**config.mk**
```make
export PLATFORM = sky130hd
export DESIGN_NAME = sr_latch_driver
export DESIGN_NICKNAME = d
export VERILOG_FILES = /design/src/rtl/sr_drv_pkg.sv /design/src/rtl/sr_pulse_timer.sv /design/src/rtl/sr_latch_driver.sv
export SDC_FILE = /design/constraint.sdc
export NUM_CORES = 1
export LEC_CHECK = 0
export ABC_AREA = 1
export BUFFER_PORTS_ARGS = -buffer_cell sky130_fd_sc_hd__clkbuf_2
export CAP_MARGIN = 20
export CORE_AREA = 8 8 45 47
export DETAILED_ROUTE_END_ITERATION = 7
export DIE_AREA = 0 0 53 55
export PLACE_DENSITY = 0.66
export SYNTH_ARGS = -nofsm -noshare
export SYNTH_HDL_FRONTEND = slang
export SYNTH_HIERARCHICAL = 1
export SYNTH_SLANG_ARGS = --single-unit
```
**constraint.sdc**
```tcl
create_clock -name clk -period 2.09 [get_ports clk]
set_clock_uncertainty 0.15 [all_clocks]
set_input_delay 0 -clock clk [delete_from_list [all_inputs] [get_ports clk]]
set_output_delay 0 -clock clk [all_outputs]
set_load 0.1 [all_outputs]
```
**src/rtl/sr_drv_pkg.sv**
```systemverilog
// Shared types and helpers for the SR latch command driver: FSM state
// encodings and the timer width calculation.
package sr_drv_pkg;

    localparam logic [1:0] ST_IDLE_ENC  = 2'd0;
    localparam logic [1:0] ST_PULSE_ENC = 2'd1;
    localparam logic [1:0] ST_GAP_ENC   = 2'd2;

    typedef enum logic [1:0] {
        IDLE  = ST_IDLE_ENC,
        PULSE = ST_PULSE_ENC,
        GAP   = ST_GAP_ENC
    } sr_drv_state_t;

    function automatic int cnt_width(input int pulse_w, input int gap_w);
        int m;
        m = (pulse_w > gap_w) ? pulse_w : gap_w;
        return $clog2(m + 1);
    endfunction

endpackage

```
**src/rtl/sr_pulse_timer.sv**
```systemverilog
// Loadable down-counter shared by the PULSE and GAP phases; done marks the
// final cycle of the loaded interval and the count never wraps below zero.
module sr_pulse_timer #(
    parameter int CNT_W = 2
) (
    input  logic             clk,
    input  logic             reset,
    input  logic             i_load,
    input  logic [CNT_W-1:0] i_load_val,
    input  logic             i_run,
    output logic             o_done
);

    logic [CNT_W-1:0] r_cnt;

    always_ff @(posedge clk) begin
        if (reset) begin
            r_cnt <= '0;
        end else if (i_load) begin
            r_cnt <= i_load_val;
        end else if (i_run && (r_cnt != '0)) begin
            r_cnt <= r_cnt - CNT_W'(1);
        end
    end

    assign o_done = (r_cnt <= CNT_W'(1));

endmodule

```
**src/rtl/sr_latch_driver.sv**
```systemverilog
// Converts set/clear commands into timed s/r + enable pulses with dead time.
// Optional latch feedback checker enabled by defining SR_LATCH_FB_CHECK_EN.
module sr_latch_driver
    import sr_drv_pkg::*;
#(
    parameter int PULSE_W = 2,
    parameter int GAP_W   = 1
) (
    input  logic clk,
    input  logic reset,
    input  logic cmd_valid,
    input  logic cmd_set,
    output logic cmd_ready,
    output logic s,
    output logic r,
    output logic enable,
    output logic q_model,
    output logic busy
`ifdef SR_LATCH_FB_CHECK_EN
    ,
    input  logic q_fb,
    input  logic qb_fb,
    output logic fb_err
`endif
);

    localparam int CNT_W = cnt_width(PULSE_W, GAP_W);
    localparam logic [CNT_W-1:0] PULSE_LD = CNT_W'(PULSE_W);
    localparam logic [CNT_W-1:0] GAP_LD   = CNT_W'(GAP_W);

    sr_drv_state_t    r_state;
    logic             r_cap;
    logic             r_s;
    logic             r_r;
    logic             r_en;
    logic             r_q;
    logic             r_busy;
    logic             r_ready;
    logic             w_load;
    logic [CNT_W-1:0] w_load_val;
    logic             w_run;
    logic             w_done;

    always_comb begin
        w_load     = 1'b0;
        w_load_val = PULSE_LD;
        case (r_state)
            IDLE: begin
                if (cmd_valid && (cmd_set != r_q)) begin
                    w_load = 1'b1;
                end
            end
            PULSE: begin
                if (w_done && (GAP_W != 0)) begin
                    w_load     = 1'b1;
                    w_load_val = GAP_LD;
                end
            end
            default: ;
        endcase
    end

    assign w_run = (r_state != IDLE);

    sr_pulse_timer #(.CNT_W(CNT_W)) u_timer (
        .clk        (clk),
        .reset      (reset),
        .i_load     (w_load),
        .i_load_val (w_load_val),
        .i_run      (w_run),
        .o_done     (w_done)
    );

    // s and r are only ever written as a complementary pair or both low.
    always_ff @(posedge clk) begin
        if (reset) begin
            r_state <= IDLE;
            r_cap   <= 1'b0;
            r_s     <= 1'b0;
            r_r     <= 1'b0;
            r_en    <= 1'b0;
            r_q     <= 1'b0;
            r_busy  <= 1'b0;
            r_ready <= 1'b1;
        end else begin
            case (r_state)
                IDLE: begin
                    if (cmd_valid && (cmd_set != r_q)) begin
                        r_cap   <= cmd_set;
                        r_s     <= cmd_set;
                        r_r     <= ~cmd_set;
                        r_en    <= 1'b1;
                        r_busy  <= 1'b1;
                        r_ready <= 1'b0;
                        r_state <= PULSE;
                    end
                end
                PULSE: begin
                    if (w_done) begin
                        r_q  <= r_cap;
                        r_s  <= 1'b0;
                        r_r  <= 1'b0;
                        r_en <= 1'b0;
                        if (GAP_W == 0) begin
                            r_busy  <= 1'b0;
                            r_ready <= 1'b1;
                            r_state <= IDLE;
                        end else begin
                            r_state <= GAP;
                        end
                    end
                end
                GAP: begin
                    if (w_done) begin
                        r_busy  <= 1'b0;
                        r_ready <= 1'b1;
                        r_state <= IDLE;
                    end
                end
                default: begin
                    r_s     <= 1'b0;
                    r_r     <= 1'b0;
                    r_en    <= 1'b0;
                    r_busy  <= 1'b0;
                    r_ready <= 1'b1;
                    r_state <= IDLE;
                end
            endcase
        end
    end

    assign cmd_ready = r_ready;
    assign s         = r_s;
    assign r         = r_r;
    assign enable    = r_en;
    assign q_model   = r_q;
    assign busy      = r_busy;

`ifdef SR_LATCH_FB_CHECK_EN
    logic r_fb_pulsed;
    logic r_fb_idle_d;
    logic r_fb_err;

    // Feedback is compared only from the second IDLE cycle after a pulse,
    // giving the latch a cycle to settle after enable drops.
    always_ff @(posedge clk) begin
        if (reset) begin
            r_fb_pulsed <= 1'b0;
            r_fb_idle_d <= 1'b0;
            r_fb_err    <= 1'b0;
        end else begin
            r_fb_idle_d <= (r_state == IDLE);
            if (r_state != IDLE) begin
                r_fb_pulsed <= 1'b1;
            end
            if ((r_state == IDLE) && r_fb_idle_d && r_fb_pulsed &&
                ((q_fb != r_q) || (qb_fb != ~r_q))) begin
                r_fb_err <= 1'b1;
            end
        end
    end

    assign fb_err = r_fb_err;
`endif

endmodule

```
==> reports/results.tsv <==
stage	metric	value	unit
floorplanning	initial core utilization	40.60	%
clock_network	Num CTS Buffers	3	
sta	max-slew violation count	0	
floorplanning	FP Rows	14	
clock_network	worst skew pair latency	0.27	ns
power_and_ir_drop	PnR Total Power	0.0006482	W
cells_and_area	Core Util, Final	49.37	%
critical_path	cell at the slowest stage of the critical path	dfxtp_1	
floorplanning	core area	1384	sq um
grt	global route overflow	0	
logic_synthesis	Synth Instances	82	
sta	Max-slew headroom	63.90	%
sta	post-route setup TNS	0	ns
sta	RSZ-0062 raised after global routing	false	
hold_path	hold path start	busy	
cells_and_area	area delta synth->final	21.60	%
flow_run	max-capacitance violation count	0	
critical_path	crit start category	register	
routing	DRC	0	
place	port buffer count	9	
sta	minimum clock period	1.796	ns
grt	largest net degree at the start of global routing	8	
floorplanning	Die X	53	microns
place	HPWL after detailed placement	837	microns
critical_path	Reg2Reg Depth	9	
hold_path	worst min path class	register to register	
routing	via total after detailed routing	532	
hold_path	Hold Crit Depth	2	
clock_network	register clock-pin slew on the reported worst setup and hold paths	0.07	ns
sta	fmax	0.5568	GHz
clock_network	Bufs on Longest Clock Path	2	
cells_and_area	layout cells sized above 1	22.45	%
outcome	status	finished, final reports clean	
critical_path	Critical Path AT	1.82	ns
routing	Avg WL per Cell	10.00	microns
floorplanning	Vert. Die Dim	55	microns
cells_and_area	fin nets	105	
place	gp weighted congestion	0.7173	
clock_network	# clock sinks	11	
cells_and_area	commonest non-fill, non-tap cell in the layout	nand2_1	
grt	overall routing resource usage	9.101	%
clock_network	CTS tree	yes	
grt	first-pass GRT wire length	1911	microns
critical_path	worst r2r src	u_timer/r_cnt[1]	
routing	Initial DRT Pass Iterations	4	
sta	endpoints failing setup	0	
clock_network	post-CTS sizing	0	
floorplanning	die area	2915	sq um
cells_and_area	ANT cells	0	
sta	Tcrit/Tclk final	85.93	%
sta	Final Hold Vio Count	0	
routing	starting DRC count in detailed routing	9	
critical_path	kind of critical path	register to register	
routing	total wire length	1140	microns
critical_path	Critical Path, Cell by Cell	inv_1 > ha_1 > or2_2 > nand3_1 > nand2_1 > inv_2 > nand2_1 > nor2_1 > nor2_2	
routing	post-route ant nets	0	
logic_synthesis	share of the yosys chip area belonging to registers	39.20	%
logic_synthesis	#FFs+latches synth	11	
grt	vias in the first global route	475	
routing	number of vias per cell	4.667	
grt	initial antenna violation count	0	
floorplanning	I/O pins	10	
power_and_ir_drop	power density over the cells	948.9	nW/um^2
critical_path	Bufs and invs on worst path	2	
critical_path	CP max FO	6	
power_and_ir_drop	static leakage	0.3556	nW
logic_synthesis	Post-Synthesis Cell Area	561.8	sq um
power_and_ir_drop	Max VDD drop	0.5561	mV
critical_path	worst flop-to-flop path endpoint	u_timer/r_cnt[0]	
critical_path	Critical Path Most Common Cell	nand2_1	
logic_synthesis	post-synth cell types	18	
clock_network	H-tree level count	1	
critical_path	CP delay by family, top	simple AND/OR/NAND/NOR gates	
cells_and_area	most frequent cells in the layout	nand2_1, inv_1, dfxtp_1, clkbuf_2	
cells_and_area	fillcell total	144	
critical_path	CP required	2.11	ns
sta	Worst Max-Slew Pin Slew	0.5439	ns
logic_synthesis	Ys Warns	6	
critical_path	Worst R2R Setup Slack	0.29	ns
hold_path	Hold Path Sink	busy	
critical_path	worst stage delay on the critical path	0.31	ns
critical_path	kind of end point of the critical path	register	
clock_network	Clock Tree Root	clkbuf_4	
logic_synthesis	syn_nets	88	
logic_synthesis	Avg Inst Size Synth	6.851	sq um
state kept, by name, summed over array words and instances, names as in the netlist:
signal / cells
busy: 1
cmd_ready: 1
enable: 1
q_model: 1
r: 1
r_cap: 1
r_state: 2
s: 1
u_timer/r_cnt: 2
routing by layer:
| layer | wire, microns | up-vias | share of wire, % | global-route usage, % |
|---|---|---|---|---|
| met4 | 30 | 0 | 2.6 | 7.759 |
| met1 | 497 | 234 | 44 | 9.356 |
| met5 | 0 | - | 0 | 0 |
| met2 | 550 | 6 | 48 | 14.26 |
| met3 | 62 | 4 | 5.4 | 3.743 |
| li1 | - | 288 | - | - |
logic make-up (layout without fill, tap and decap cells):
family | count (synthesis) | in the layout | share of synthesized area [%]
compound gates | 10 | 10 | 9.575
fa+ha+maj | 2 | 2 | 4.454
buf+inv | 17 | 33 | 11.36
flops | 11 | 11 | 39.20
simple gates | 42 | 42 | 35.41
where the power goes:
part | switching (W) | leakage (nW) | internal [W] | total, W
Clock | 0.0000752 | 0.0150 | 0.0000741 | 0.000149
Sequential | 0.0000173 | 0.0907 | 0.000235 | 0.000252
Combinational | 0.000184 | 0.250 | 0.0000620 | 0.000246
tightest hold or removal path, stage by stage (launching register included):
cell and delay (ns):
dfxtp_1 0.31, inv_1 0.05, a21oi_1 0.05
cell type report:
class,instances,area [sq um],area share (%)
multi-input combinational,54,277.8,40.66
sequential,11,220.2,32.23
timing repair buffer,12,75.07,10.99
inverter,17,63.81,9.341
clock buffer,4,26.28,3.846
tap,16,20.02,2.930
worst max path at each step:
stage                          start                to  slack, ns  depth (start not counted)
floorplan                    q_model  u_timer/r_cnt[1]       0.06                          9
global placement    u_timer/r_cnt[1]  u_timer/r_cnt[0]       0.35                          9
detailed placement  u_timer/r_cnt[1]  u_timer/r_cnt[0]       0.30                          9
CTS                 u_timer/r_cnt[1]  u_timer/r_cnt[0]       0.28                          9
global route        u_timer/r_cnt[1]  u_timer/r_cnt[0]       0.17                         10
finish              u_timer/r_cnt[1]  u_timer/r_cnt[0]       0.29                          9
cells in the mapped netlist:
cell / instances / area (sq um)
nand4_2: 1 / 12.51
inv_2: 3 / 11.26
ha_1: 2 / 25.02
nor2_4: 1 / 11.26
or2_2: 1 / 6.260
nand2_2: 1 / 6.260
nor2_1: 4 / 15.01
o21ai_0: 1 / 5.000
nand3_1: 7 / 35.03
dfxtp_1: 11 / 220.2
nand2_1: 24 / 90.09
nand3_2: 1 / 10.01
nand4_1: 1 / 6.260
o21ai_1: 1 / 5.000
a21oi_1: 7 / 35.03
inv_1: 14 / 52.55
a21oi_2: 1 / 8.760
nor2_2: 1 / 6.260
repair_timing:
action	4_1_cts	5_1_grt
buffers inserted	0	0
hold buffers	3	0
hold endpoints to repair	10	0
per-stage QoR:
stage / setup WS [ns] / hold slack, ns / cell area [sq um] / cells
final: 0.2940 / 0.3002 / 683.2 / 114
after global routing: 0.1659 / 0.3340 / 683.2 / 114
after CTS: 0.2788 / 0.3072 / 683.2 / 114
after detailed placement: 0.3020 / 0.1190 / 626.9 / 107
after global placement: 0.3481 / 0.1202 / 626.9 / 107
after floorplan: 0.05806 / -0.08756 / 561.8 / 82
Power figures use the tool's default switching activity.
